$ cat src/rtl/mem_arb_pkg.sv
// Shared types for the unified memory port arbiter: FSM states, owner tags
// and the byte-enable pattern used for instruction fetches.
package mem_arb_pkg;

   typedef enum logic [1:0] {
      IDLE   = 2'd0,
      ACCESS = 2'd1,
      RESP   = 2'd2
   } state_t;

   typedef enum logic {
      OWN_IF = 1'b0,
      OWN_LS = 1'b1
   } owner_t;

   localparam logic [3:0] FULL_BE = 4'hF;

endpackage

$ cat src/rtl/mem_arb_timer.sv
// Access watchdog: counts cycles spent waiting on the memory and flags the
// cycle in which the wait reaches TIMEOUT_CYC.
module mem_arb_timer #(
   parameter int TIMEOUT_CYC = 16
) (
   input  logic clk,
   input  logic rst_n,
   input  logic clr,
   input  logic en,
   output logic expired
);

   localparam int CNT_W = $clog2(TIMEOUT_CYC + 1);
   localparam logic [CNT_W-1:0] LAST_CNT = CNT_W'(TIMEOUT_CYC - 1);

   logic [CNT_W-1:0] wait_cnt;

   // The current cycle is counted before the register updates, so the
   // TIMEOUT_CYC-th waiting cycle is the one where wait_cnt holds TIMEOUT_CYC-1.
   assign expired = en && (wait_cnt == LAST_CNT);

   always_ff @(posedge clk or negedge rst_n) begin
      if (!rst_n) begin
         wait_cnt <= '0;
      end else if (clr) begin
         wait_cnt <= '0;
      end else if (en && !expired) begin
         wait_cnt <= wait_cnt + 1'b1;
      end
   end

endmodule

$ cat src/rtl/mem_port_arbiter.sv
// Shares one memory port between instruction fetch and load/store: LS has
// priority, IF is forced after MAX_LS_RUN LS grants while it waits.
module mem_port_arbiter
   import mem_arb_pkg::*;
#(
   parameter int ADDR_W      = 32,
   parameter int TIMEOUT_CYC = 16,
   parameter int MAX_LS_RUN  = 4
) (
   input  logic              clk,
   input  logic              rst_n,
   input  logic              if_req,
   input  logic [ADDR_W-1:0] if_addr,
   output logic              if_ack,
   output logic              if_err,
   output logic [31:0]       if_rdata,
   input  logic              ls_req,
   input  logic              ls_we,
   input  logic [3:0]        ls_be,
   input  logic [ADDR_W-1:0] ls_addr,
   input  logic [31:0]       ls_wdata,
   output logic              ls_ack,
   output logic              ls_err,
   output logic [31:0]       ls_rdata,
   output logic              mem_req,
   output logic              mem_we,
   output logic [3:0]        mem_be,
   output logic [ADDR_W-1:0] mem_addr,
   output logic [31:0]       mem_wdata,
   input  logic [31:0]       mem_rdata,
   input  logic              mem_ready,
   output logic              busy
);

   localparam int RUN_W = $clog2(MAX_LS_RUN + 1);
   localparam logic [RUN_W-1:0] RUN_MAX = RUN_W'(MAX_LS_RUN);

   state_t           state;
   state_t           state_nxt;
   owner_t           owner;
   logic [RUN_W-1:0] ls_run;

   logic grant_ls;
   logic grant_if;
   logic if_misalign;
   logic start_ls;
   logic start_if;
   logic trap_if;
   logic done_ok;
   logic done_to;
   logic tmr_clr;
   logic tmr_en;
   logic tmr_expired;
   logic if_done;
   logic ls_done;

   assign if_misalign = (if_addr[1:0] != 2'b00);
   assign grant_ls    = ls_req && !(if_req && (ls_run == RUN_MAX));
   assign grant_if    = if_req && !grant_ls;

   assign tmr_clr = (state != ACCESS);
   assign tmr_en  = (state == ACCESS);

   mem_arb_timer #(
      .TIMEOUT_CYC(TIMEOUT_CYC)
   ) u_timer (
      .clk    (clk),
      .rst_n  (rst_n),
      .clr    (tmr_clr),
      .en     (tmr_en),
      .expired(tmr_expired)
   );

   always_ff @(posedge clk or negedge rst_n) begin
      if (!rst_n) begin
         state <= IDLE;
      end else begin
         state <= state_nxt;
      end
   end

   always_comb begin
      state_nxt = state;
      start_ls  = 1'b0;
      start_if  = 1'b0;
      trap_if   = 1'b0;
      done_ok   = 1'b0;
      done_to   = 1'b0;
      case (state)
         IDLE: begin
            if (grant_ls) begin
               start_ls  = 1'b1;
               state_nxt = ACCESS;
            end else if (grant_if) begin
               // A misaligned fetch never reaches memory; it is answered directly.
               if (if_misalign) begin
                  trap_if   = 1'b1;
                  state_nxt = RESP;
               end else begin
                  start_if  = 1'b1;
                  state_nxt = ACCESS;
               end
            end
         end
         ACCESS: begin
            // A late mem_ready in the final waiting cycle still wins over the timeout.
            if (mem_ready) begin
               done_ok   = 1'b1;
               state_nxt = RESP;
            end else if (tmr_expired) begin
               done_to   = 1'b1;
               state_nxt = RESP;
            end
         end
         RESP: begin
            state_nxt = IDLE;
         end
         default: begin
            state_nxt = IDLE;
         end
      endcase
   end

   assign if_done = (done_ok || done_to) && (owner == OWN_IF);
   assign ls_done = (done_ok || done_to) && (owner == OWN_LS);
   assign busy    = (state != IDLE);

   always_ff @(posedge clk or negedge rst_n) begin
      if (!rst_n) begin
         owner  <= OWN_IF;
         ls_run <= '0;
      end else if (start_ls) begin
         owner <= OWN_LS;
         if (if_req && (ls_run != RUN_MAX)) begin
            ls_run <= ls_run + 1'b1;
         end
      end else if (start_if || trap_if) begin
         owner  <= OWN_IF;
         ls_run <= '0;
      end
   end

   always_ff @(posedge clk or negedge rst_n) begin
      if (!rst_n) begin
         mem_req   <= 1'b0;
         mem_we    <= 1'b0;
         mem_be    <= 4'h0;
         mem_addr  <= '0;
         mem_wdata <= 32'h0;
      end else if (start_ls) begin
         mem_req   <= 1'b1;
         mem_we    <= ls_we;
         mem_be    <= ls_be;
         mem_addr  <= ls_addr;
         mem_wdata <= ls_wdata;
      end else if (start_if) begin
         mem_req   <= 1'b1;
         mem_we    <= 1'b0;
         mem_be    <= FULL_BE;
         mem_addr  <= if_addr;
         mem_wdata <= 32'h0;
      end else if (done_ok || done_to) begin
         mem_req <= 1'b0;
      end
   end

   // Response registers: acks pulse for the single RESP cycle, data/err hold.
   always_ff @(posedge clk or negedge rst_n) begin
      if (!rst_n) begin
         if_ack   <= 1'b0;
         if_err   <= 1'b0;
         if_rdata <= 32'h0;
         ls_ack   <= 1'b0;
         ls_err   <= 1'b0;
         ls_rdata <= 32'h0;
      end else begin
         if_ack <= if_done || trap_if;
         ls_ack <= ls_done;
         if (trap_if) begin
            if_err   <= 1'b1;
            if_rdata <= 32'h0;
         end else if (if_done) begin
            if_err   <= done_to;
            if_rdata <= done_ok ? mem_rdata : 32'h0;
         end
         if (ls_done) begin
            ls_err   <= done_to;
            ls_rdata <= done_ok ? mem_rdata : 32'h0;
         end
      end
   end

endmodule

$ cat config.mk
export PLATFORM = sky130hd
export DESIGN_NAME = mem_port_arbiter
export DESIGN_NICKNAME = d
export VERILOG_FILES = /design/src/rtl/mem_arb_pkg.sv /design/src/rtl/mem_arb_timer.sv /design/src/rtl/mem_port_arbiter.sv
export SDC_FILE = /design/constraint.sdc
export NUM_CORES = 1
export LEC_CHECK = 0
export ABC_AREA = 1
export ABC_CLOCK_PERIOD_IN_PS = 4080
export CAP_MARGIN = 40
export CORE_MARGIN = 4
export CORE_UTILIZATION = 46
export CTS_CLUSTER_DIAMETER = 30
export DETAILED_ROUTE_END_ITERATION = 7
export GPL_TIMING_DRIVEN = 1
export PLACE_DENSITY = 0.87
export RECOVER_POWER = 50
export SYNTH_ARGS = -nofsm -noshare
export SYNTH_HDL_FRONTEND = slang
export SYNTH_SLANG_ARGS = --single-unit
$ cat constraint.sdc
create_clock -name clk -period 4.08 [get_ports clk]
set_input_delay 0.408 -clock clk [delete_from_list [all_inputs] [get_ports clk]]
set_output_delay 0.408 -clock clk [all_outputs]
set_load 0.01 [all_outputs]
==> run metrics, run 1 <==
DRC=0; crit-path cells=nor2_1, nand3_2, nand2_2, inv_2, nand2_1, nand2_1; Cell Area, Synth=~6500 um2; routability cong.=approximately 0.8; post-DP HPWL=around 14000 um; Fin Hold WS=about 0.46 ns; Sw Ratio=0.3638; Worst path most repeated cell=nand2_1; gr usage total=0.2458; DRT Pass-1 Iters=5; Multi-input gate area=2293 um2; Static Leak=0.005100 uW; max incr delay on CP=between 0.7 and 0.8 ns; Site Rows=43; RSZ-0062 raised after global routing=false; Core ar.=~14000 um2; Crit path arrival time=~3.1 ns; leading area contributor after synthesis=dfrtp_1; clock share of power=0.216; setup tns final=0 ns; WL per Instance=around 16 um; Int Pwr=roughly 4500 uW; Max IR drop VDD=~0.37 mV; Die W=127.0 um; status=complete, no violations; Max Clk Rate=0.3594 GHz; CP required=4.38 ns; Worst setup SP type=flip-flop; Initial Utilization=0.4691; Final Max Tran Viols=0; vias per inst=5.002; Post-synth EDFFs=0; FF+latch count, synth=149; TritonCTS clock tree=yes; Final #Nets=~1200; Slowest-stage cell, CP=nand3_2; top-count cell post-synth=nand2_1; Port-buffer cells=276; PwrDens=around 720 nW/um2; post-route ant nets=0; Slew HR=0.007967; Reg area=about 3700 um2; Tcrit/Tclk final=0.6820; Worst-Margin Slew=approximately 1.5 ns; share of the synthesized area in the top cell type=0.5726; minimum clock period=around 2.8 ns; register area share after synthesis=0.5726; area delta synth->final=51.90%; clock-pin slew on the worst setup and hold paths=about 0.06 ns; Commonest cells post-synth=323 x nand2_1, 155 x nand3_1, 149 x dfrtp_1; Main synth FF type=dfrtp_1; Sink Count=~150; Gate power share=0.437; cell family with most CP delay=simple AND/OR/NAND/NOR gates; synthesis warning total=0; later-pin clock latency in the skew report=0.42 ns; Num CTS Buffers=17; clock tree buffer depth=2; layout cells sized above 1=0.04563; First DRT Iteration DRCs=418; Post-Syn Instances=~780; worst hold path type=flip-flop to flip-flop; Avg Cell Area, Syn=8.316 um2; # IOs=approximately 280; syn_nets=925; postcts setup bufs=0; largest net degree at the start of global routing=65; clk root buf=clkbuf_16; top cells by area, synth=dfrtp_1 57%, nand2_1 19%, nand3_1 12%; Crit path buffers/inverters=1; antenna violations before repair=0; final setup vio count=0; sequential fraction of design power=0.348; post-CTS sizing=0; final WL=roughly 20000 um; die area=~16000 um2; Die Ht=approximately 130 um; total grt overflow=0; Crit Path Category=flip-flop to flip-flop; max cap viols=0; Worst setup EP type=flip-flop; Max Clock Skew=between 0.008 and 0.009 ns; CP Max Fanout=40; net switching power=~2600 uW; via count=roughly 6000; ys async rst share=1.000; antenna cell count=0; vias in the first global route=~6000; global-route wire length before repair=about 31000 um; Cell variety after synth=23; CTS H-Tree Depth=4; Filler cells=1077; final hold viol count=0
[metrics by stage]
step / area, um2 / worst slack [ns] / util / instances / power [uW]
3_5_place_dp: 9338 / 1.405 / 0.6727 / 1200 / 5681
2_1_floorplan: 6511 / 2.412 / - / 783 / 3955
4_1_cts: 9925 / 1.555 / 0.7150 / 1232 / 7256
5_1_grt: 9891 / 1.002 / 0.7125 / 1232 / 7529
6_report: 9891 / 1.297 / 0.7125 / 1232 / 7074
3_3_place_gp: 9283 / 1.478 / 0.6687 / 1198 / 5562
[power by group through the flow]
| stage | clock network, uW | logic [uW] | registers (uW) |
|---|---|---|---|
| 2_1_floorplan | 0 | 1220 | 2730 |
| 3_3_place_gp | 0 | 3110 | 2450 |
| 3_5_place_dp | 0 | 3200 | 2480 |
| 4_1_cts | 1560 | 3230 | 2470 |
| 5_1_grt | 1620 | 3380 | 2530 |
| 6_report | 1530 | 3090 | 2460 |
[layout make-up]
class / count / share of cell area
flip-flops and latches: 149 / 0.3770
repair buffers: 285 / 0.2879
multi-input cells: 530 / 0.2319
clock buffers: 22 / 0.04794
well taps: 180 / 0.02277
inverters: 57 / 0.02214
clock inverters: 9 / 0.01037
[final timing paths]
| kind | start | slack, ns | cells after the start | endpoint |
|---|---|---|---|---|
| max | state[1] | 1.30 | 6 | mem_addr[27] |
| min | ls_rdata[15] | 0.46 | 2 | ls_rdata[15] |
| max reg2reg | state[1] | 1.30 | 6 | mem_addr[27] |
| min reg2reg | ls_rdata[15] | 0.46 | 2 | ls_rdata[15] |
| max in group asynchronous | rst_n | 1.62 | 4 | ls_run[1] |
| min in group asynchronous | rst_n | 0.49 | 2 | ls_rdata[25] |
[placed cells by master (no fill, tap or decap), types with 4 or more instances in the layout]
| master | n |
|---|---|
| nand4_1 | 4 |
| dlygate4sd3_1 | 62 |
| clkbuf_16 | 17 |
| inv_1 | 52 |
| nor2_1 | 22 |
| buf_4 | 5 |
| ha_1 | 4 |
| a21oi_1 | 5 |
| o21ai_0 | 6 |
| clkinv_2 | 4 |
| dfrtp_1 | 149 |
| nand3_1 | 156 |
| nand2_1 | 323 |
| clkdlybuf4s50_1 | 214 |
[sequential cells by signal (all words and copies together) (netlist names)]
signal            cells
if_rdata             32
ls_rdata             32
mem_addr             32
mem_wdata            32
u_timer.wait_cnt      5
mem_be                4
ls_run                3
state                 2
if_ack                1
if_err                1
ls_ack                1
ls_err                1
mem_req               1
mem_we                1
owner                 1
[worst reg2reg max path, stage by stage, from the launching register on]
cell     delay, ns
dfrtp_1       0.38
nor2_1        0.60
nand3_2       0.72
nand2_2       0.42
inv_2         0.33
nand2_1       0.15
nand2_1       0.07
[what timing repair did]
item / in CTS / in global routing
hold endpoints to repair: 46 / 0
hold buffers: 1 / 0
endpoints found under the setup margin: 0 / 0
[layer usage]
layer,vias to the layer above,part of all wire,global-route usage
met5,-,0,0
met4,0,0.032,0.1028
met3,38,0.10,0.1008
met2,273,0.50,0.4194
met1,2871,0.36,0.2723
li1,2981,-,-
[kinds of logic after synthesis]
family | after synthesis | synth area share
AND/OR/NAND/NOR | 513 | 0.3336
adder cells (fa/ha/maj) | 4 | 0.007687
XOR/XNOR | 1 | 0.001345
buffers and inverters | 104 | 0.07513
flip-flops | 149 | 0.5726
AO/OA/AOI/OAI | 12 | 0.009608
(Power assumes the default switching activity.)
==> inputs of run 2 (changes only) <==
- ABC_CLOCK_PERIOD_IN_PS: 4080 -> 2460
- CORE_UTILIZATION: 46 -> 39
- PLACE_DENSITY: 0.87 -> 0.78
- clock period: 4.08 -> 2.46 ns (I/O delays scaled with it)
==> run metrics, run 2 (same netlist as run 1, synthesis figures left out) <==
Final Max Tran Viols=65; via count=~6000; First DRT Iteration DRCs=288; DRC=0; total grt overflow=0; CTS H-Tree Depth=4; Tcrit/Tclk final=0.8761; TritonCTS clock tree=yes; GR Layer Usage met1=0.2412; Hold Path Origin=ls_wdata[4]; gr usage total=0.2084; final WL=around 19000 um; Max Clk Rate=roughly 0.46 GHz; final setup vio count=0; cell family with most CP delay=buffers and inverters; DRT Pass-1 Iters=5; Worst setup EP type=output port; Crit Path Category=flip-flop to output port; vias per inst=between 4 and 5; worst hold path type=input port to flip-flop; Die Ht=between 100 and 150 um; die area=~19000 um2; Die W=137.2 um; later-pin clock latency in the skew report=~0.41 ns; PwrDens=around 1200 nW/um2; Most Crowded Layer GR=met2; Placed Cells=1239; met2 Use GR=0.3540; final hold viol count=0; post-CTS sizing=0; vias in the first global route=approximately 5900; Hold Crit Depth=3; layout cells sized above 1=0.05118; crit-path cells=nor2_2, inv_1, clkdlybuf4s50_1; CP Depth=3; failing checks=capacitance limit, slew limit; post-DP HPWL=between 10000 and 15000 um; CP required=between 2 and 2.5 ns; r2r startpoint=u_timer.wait_cnt[0]; clk root buf=clkbuf_16; antenna violations before repair=0; flop2flop setup slack=0.52 ns; antenna cell count=0; worst r2r dst=if_rdata[12]; Sink Count=approximately 150; Hold Path Sink=mem_wdata[4]; Filler cells=roughly 1400; CP Max Fanout=11; Multi-input gate area=between 2000 and 2500 um2; Site Rows=46; Final #Nets=1185; Slowest-stage cell, CP=clkdlybuf4s50_1; clock-pin slew on the worst setup and hold paths=~0.06 ns; WL per Instance=between 15 and 20 um; RSZ-0062 raised after global routing=false; Register-to-Register Path Depth=12; Core ar.=~16000 um2; cts-stage hold buffer count=1; Non-Filler Instances=1271; Num CTS Buffers=17; post-route ant nets=0; Worst setup SP type=flip-flop; setup tns final=0 ns; clock tree buffer depth=2; max incr delay on CP=~0.53 ns; Crit path buffers/inverters=2; Static Leak=0.005164 uW; area delta synth->final=54.52%; Worst-Margin Slew=approximately 1.6 ns; largest net degree at the start of global routing=between 60 and 70; Initial Utilization=0.4040; # IOs=between 200 and 300; most common cell after layout, fill and taps aside=nand2_1; max cap viols=1; Port-buffer cells=approximately 280; Crit path arrival time=1.91 ns; GR Layer Usage met3=0.08875; status=finished with violations; global-route wire length before repair=around 30000 um; Reg area=~3700 um2; routability cong.=roughly 0.8; commonest non-fill, non-tap cells in the layout=323 x nand2_1, 212 x clkdlybuf4s50_1, 155 x nand3_1; postcts setup bufs=0; Max IR drop VDD=roughly 0.52 mV; Max Clock Skew=0.008186 ns; minimum clock period=~2.2 ns; Slew HR=-0.09954
run 2: per-stage QoR:
stage	util	setup slack (ns)	area (um2)	hold WS, ns	power, uW
3_3_place_gp	0.5850	0.5298	9428	0.2824	9334
3_5_place_dp	0.5850	0.4639	9428	0.2852	9460
6_report	0.6243	0.3049	10060	0.3643	11970
2_1_floorplan	-	0.7924	6511	-0.04959	6559
4_1_cts	0.6250	0.2959	10070	0.3461	12300
5_1_grt	0.6243	0.1424	10060	0.3479	12830
run 2: layer usage:
layer	vias up	wire length [um]
met2	233	9412
met3	16	2124
met5	-	0
li1	2986	-
met1	2812	7549
met4	0	253
run 2: worst max path at each step:
stage / start / to / slack [ns]
global route: rst_n / if_rdata[16] / 0.14
global placement: u_timer.wait_cnt[0] / if_err / 0.53
CTS: state[1] / busy / 0.30
detailed placement: if_req / mem_wdata[28] / 0.46
finish: state[1] / busy / 0.30
floorplan: u_timer.wait_cnt[0] / if_err / 0.79
run 2: where the power goes:
part           switching [uW]  total, uW  internal [uW]
clock network             974       2770           1800
logic                    2650       5100           2460
registers                 587       4090           3500
total                    4210      12000           7760
run 2: area by class of cell:
type	count	area share
Multi-Input combinational cell	530	0.2287
Sequential cell	149	0.3706
Clock buffer	23	0.04850
Inverter	57	0.02176
Timing Repair Buffer	288	0.2890
Tap cell	216	0.02686
Clock inverter	8	0.01455
run 2: tightest hold or removal path: cells and delay by family:
family | cells | cell delay [ns]
buf+inv | 1 | 0.39
simple gates | 2 | 0.10
==> inputs of run 3 (changes only) <==
- CORE_MARGIN: 4 -> default
- GPL_ROUTABILITY_DRIVEN: default -> 0
- PLACE_DENSITY: 0.78 -> 0.83
==> run metrics, run 3 (same netlist as run 1, synthesis figures left out) <==
status=complete, no violations; Max Clk Rate=between 0.4 and 0.5 GHz; Die Ht=approximately 130 um; area delta synth->final=55.01%; net switching power=between 4000 and 5000 uW; clock tree buffer depth=2; final setup vio count=0; clk root buf=clkbuf_16; gr usage total=0.2211; commonest non-fill, non-tap cells in the layout=323 x nand2_1, 212 x clkdlybuf4s50_1, 155 x nand3_1; die area=about 17000 um2; Num CTS Buffers=17; Tcrit/Tclk final=0.8706; Crit path arrival time=1.90 ns; Final Max Tran Viols=0; largest net degree at the start of global routing=65; Static Leak=0.005180 uW; Slowest-stage cell, CP=clkdlybuf4s50_1; First DRT Iteration DRCs=between 300 and 400; vias in the first global route=approximately 5800; WL per Instance=14.50 um; later-pin clock latency in the skew report=0.42 ns; max incr delay on CP=approximately 0.53 ns; sequential fraction of design power=0.336; Worst-Margin Slew=1.420 ns; Initial Utilization=0.4040; Gate power share=0.421; Die W=131.2 um; via count=between 6000 and 7000; postcts setup bufs=0; setup tns final=0 ns; clock share of power=0.243; Sink Count=149; antenna cell count=0; Worst setup SP type=flip-flop; final hold viol count=0; most common cell after layout, fill and taps aside=nand2_1; minimum clock period=~2.1 ns; CTS H-Tree Depth=4; Crit Path Category=flip-flop to output port; Site Rows=46; Core ar.=around 16000 um2; CP Max Fanout=11; total power=~12000 uW; Final #Nets=between 1000 and 1500; total grt overflow=0; Hold Path Origin=ls_wdata[0]; max cap viols=0; CP required=between 2 and 2.5 ns; # IOs=between 200 and 300; crit-path cells=nor2_2, inv_1, clkdlybuf4s50_1; post-route ant nets=0; Int Pwr=7841 uW; worst hold path type=input port to flip-flop; DRC=0; clock-pin slew on the worst setup and hold paths=around 0.07 ns; Max IR drop VDD=a little over 0.6 mV; final WL=between 15000 and 20000 um; RSZ-0062 raised after global routing=false; Max Clock Skew=around 0.0098 ns; layout cells sized above 1=0.05398; TritonCTS clock tree=yes; vias per inst=4.781; origin of the worst setup path=state[1]; Slew HR=0.05301; antenna violations before repair=0; global-route wire length before repair=30020 um; post-DP HPWL=approximately 13000 um; Sw Ratio=0.3521; r2r startpoint=u_timer.wait_cnt[0]; DRT Pass-1 Iters=5; Worst setup EP type=output port; PwrDens=around 1200 nW/um2; Port-buffer cells=~280
-- run 3: cell count changes in the layout (fill, tap and decap cells not counted), moves of 2 or more --
| cell | previous run | this run |
|---|---|---|
| clkbuf_1 | 2 | 0 |
| clkbuf_2 | 3 | 1 |
| clkbuf_8 | 4 | 2 |
| inv_6 | 1 | 5 |
-- run 3: per-stage QoR --
| stage | setup slack [ns] | area (um2) | cells | hold WS (ns) | util |
|---|---|---|---|---|---|
| after detailed placement | 0.4554 | 9428 | 1239 | 0.2447 | 0.5850 |
| after CTS | 0.2869 | 10110 | 1272 | 0.3347 | 0.6273 |
| after global placement | 0.5688 | 9428 | 1239 | 0.2374 | 0.5850 |
| after floorplan | 0.7924 | 6511 | 783 | -0.04959 | - |
| after global routing | 0.1338 | 10090 | 1272 | 0.3547 | 0.6263 |
| final | 0.3182 | 10090 | 1272 | 0.3565 | 0.6263 |
-- run 3: cell type report --
class                           instances  area, um2
Tap cell                              216      270.3
Multi-Input combinational cell        530       2301
Sequential cell                       149       3729
Fill cell                            1380       6022
Timing Repair Buffer                  288       2904
Clock buffer                           19      452.9
Clock inverter                         13      217.7
Inverter                               57      219.0
-- run 3: per-layer routing --
| metal | part of all wire | up-vias | wire length [um] | track usage |
|---|---|---|---|---|
| met5 | 0 | - | 0 | 0 |
| met4 | 0.013 | 0 | 244 | 0.07320 |
| met3 | 0.077 | 18 | 1422 | 0.06944 |
| met2 | 0.50 | 230 | 9243 | 0.3797 |
| li1 | - | 2988 | - | - |
| met1 | 0.41 | 2846 | 7541 | 0.2611 |
-- run 3: path summary, 6_finish.rpt --
check                      slack [ns]  depth (start not counted)      endpoint
max                              0.32                          3          busy
min in group asynchronous        0.68                          2  if_rdata[22]
max in group asynchronous        0.50                          3  if_rdata[25]
min                              0.36                          3  mem_wdata[0]
max reg2reg                      0.57                          9   ls_rdata[0]
min reg2reg                      0.46                          2  ls_rdata[18]
-- run 3: what timing repair did --
action | in CTS | in global routing
resized for setup | 0 | 0
endpoints found under the hold margin | 54 | 0
hold buffers | 1 | 0
-- run 3: power groups by stage --
stage | Combinational [uW] | Clock (uW) | Sequential [uW]
global route | 5580 | 3120 | 4200
global placement | 5190 | 0 | 4080
CTS | 5320 | 3000 | 4090
floorplan | 2030 | 0 | 4530
finish | 5090 | 2940 | 4070
detailed placement | 5310 | 0 | 4100
-- run 3: critical path, delay by kind of cell, from the launching register on --
kind | cells | cell delay [ns]
buffers and inverters | 2 | 0.69
and+or+nand+nor | 1 | 0.41
DFF | 1 | 0.38
==> edit, RTL diff (flow settings as in run 2) <==
`ADDR_W`: 32 -> 48.
--- a/src/rtl/mem_port_arbiter.sv
+++ b/src/rtl/mem_port_arbiter.sv
@@ -3,7 +3,7 @@
 module mem_port_arbiter
    import mem_arb_pkg::*;
 #(
-   parameter int ADDR_W      = 32,
+   parameter int ADDR_W      = 48,
    parameter int TIMEOUT_CYC = 16,
    parameter int MAX_LS_RUN  = 4
 ) (
Ports: changed (resized if_addr, ls_addr and mem_addr); port bits go from 277 to 325. No check against the original RTL was run, so the function may have changed too.
==> edit against run 2 <==
  * Wire length up 24%
  * Design area up 16%
  * Sequential cell count up 16
  * Total power up 11%
  * Setup slack better by 0.18 ns
  * Fmax up 9.4%
  * Synthesized area up 17%
  * Die area up 16%
  * Largest cell class unchanged
==> edit: results (changes against run 2) <==
<table>
<tr><th>Metric</th><th>Value</th></tr>
<tr><th colspan="2">Yosys</th></tr>
<tr><td>Post-synthesis share of cell area spent on xor and xnor gates</td><td>0.115% (was 0.135%)</td></tr>
<tr><td>Synth cell count leaders</td><td>sky130_fd_sc_hd__nand2_1 (425), sky130_fd_sc_hd__dfrtp_1 (165), sky130_fd_sc_hd__inv_1 (138) (was sky130_fd_sc_hd__nand2_1 (323), sky130_fd_sc_hd__nand3_1 (155), sky130_fd_sc_hd__dfrtp_1 (149))</td></tr>
<tr><td>Number of distinct standard cells referenced by the synthesized netlist</td><td>21 (was 23)</td></tr>
<tr><td>Adder and majority cell fraction of the synthesized area</td><td>0.656% (was 0.769%)</td></tr>
<tr><td>Cells after Synth</td><td>1000 (was 783)</td></tr>
<tr><td>Synthesized-area fraction occupied by ao, oa, aoi and oai cells</td><td>0.919% (was 0.961%)</td></tr>
<tr><th colspan="2">GRT</th></tr>
<tr><td>Pin count of the biggest net entering global routing</td><td>57 (was 66)</td></tr>
<tr><td>Overall Global Routing Usage</td><td>21.8% (was 20.8%)</td></tr>
<tr><th colspan="2">Final layout</th></tr>
<tr><td>Signal buffers share of area</td><td>29.0% (was 28.9%)</td></tr>
<tr><td>Utilization after layout</td><td>61.8% (was 62.4%)</td></tr>
<tr><td>Non-filler instance count after layout</td><td>1575 (was 1271)</td></tr>
<tr><td>Signal inverters</td><td>141 (was 57)</td></tr>
<tr><td>Clock distribution area overhead in the final layout</td><td>5.27% (was 6.31%)</td></tr>
<tr><td>Clock buffers</td><td>21 (was 23)</td></tr>
<tr><th colspan="2">Hold path</th></tr>
<tr><td>Min-delay src</td><td>ls_wdata[22] (was ls_wdata[4])</td></tr>
<tr><th colspan="2">Setup path</th></tr>
<tr><td>R2R Setup Slk</td><td>0.49 ns (was 0.52 ns)</td></tr>
<tr><td>Data arrival, critical path</td><td>2.52 ns (was 1.91 ns)</td></tr>
<tr><td>Maximum cell stage delay along the critical path</td><td>1.05 ns (was 0.53 ns)</td></tr>
<tr><td>Cell count of the worst reg-to-reg path</td><td>9 (was 12)</td></tr>
<tr><td>Slowest-stage cell, CP</td><td>sky130_fd_sc_hd__clkbuf_2 (was sky130_fd_sc_hd__clkdlybuf4s50_1)</td></tr>
<tr><th colspan="2">Placement</th></tr>
<tr><td>Placed Instance Area</td><td>11100 um2 (was 9430 um2)</td></tr>
<tr><td>Post-placement cell count</td><td>1542 (was 1239)</td></tr>
<tr><td>Dpl hpwl</td><td>17300 um (was 13700 um)</td></tr>
<tr><th colspan="2">Detailed routing</th></tr>
<tr><td>Via total after detailed routing</td><td>7363 (was 6047)</td></tr>
<tr><td>Routed length per instance</td><td>15.2 um (about the same)</td></tr>
<tr><th colspan="2">Timing</th></tr>
<tr><td>Upper clock frequency limit</td><td>508 MHz (was 464 MHz)</td></tr>
<tr><th colspan="2">Run status</th></tr>
<tr><td>Outcome</td><td>finished clean (was complete, but fails checks)</td></tr>
</table>
[edit: tightest hold or removal path: cells and delay by family]
family        cells  cell delay, ns
buf+inv           1            0.39
simple gates      2            0.10
[edit: repair_timing]
| action | 4_1_cts | 5_1_grt |
|---|---|---|
| hold endpoints to repair | 52 | 0 |
| hold buffers | 1 | 0 |
| setup buffers | 0 | 0 |
[edit: metal layers]
layer	global-route usage, %	up-vias	part of all wire (%)
li1	-	3649	-
met4	7.21	0	2.4
met5	0	-	0
met2	36.4	304	49
met1	26.8	3376	39
met3	7.39	34	10
[edit: power groups by stage]
stage | combinational, mW | clock, mW | sequential, mW
after global routing | 6.53 | 2.95 | 4.75
after detailed placement | 6.23 | 0 | 4.62
after floorplan | 2.25 | 0 | 5.10
final | 5.95 | 2.77 | 4.58
after global placement | 6.10 | 0 | 4.60
after CTS | 6.25 | 2.83 | 4.61
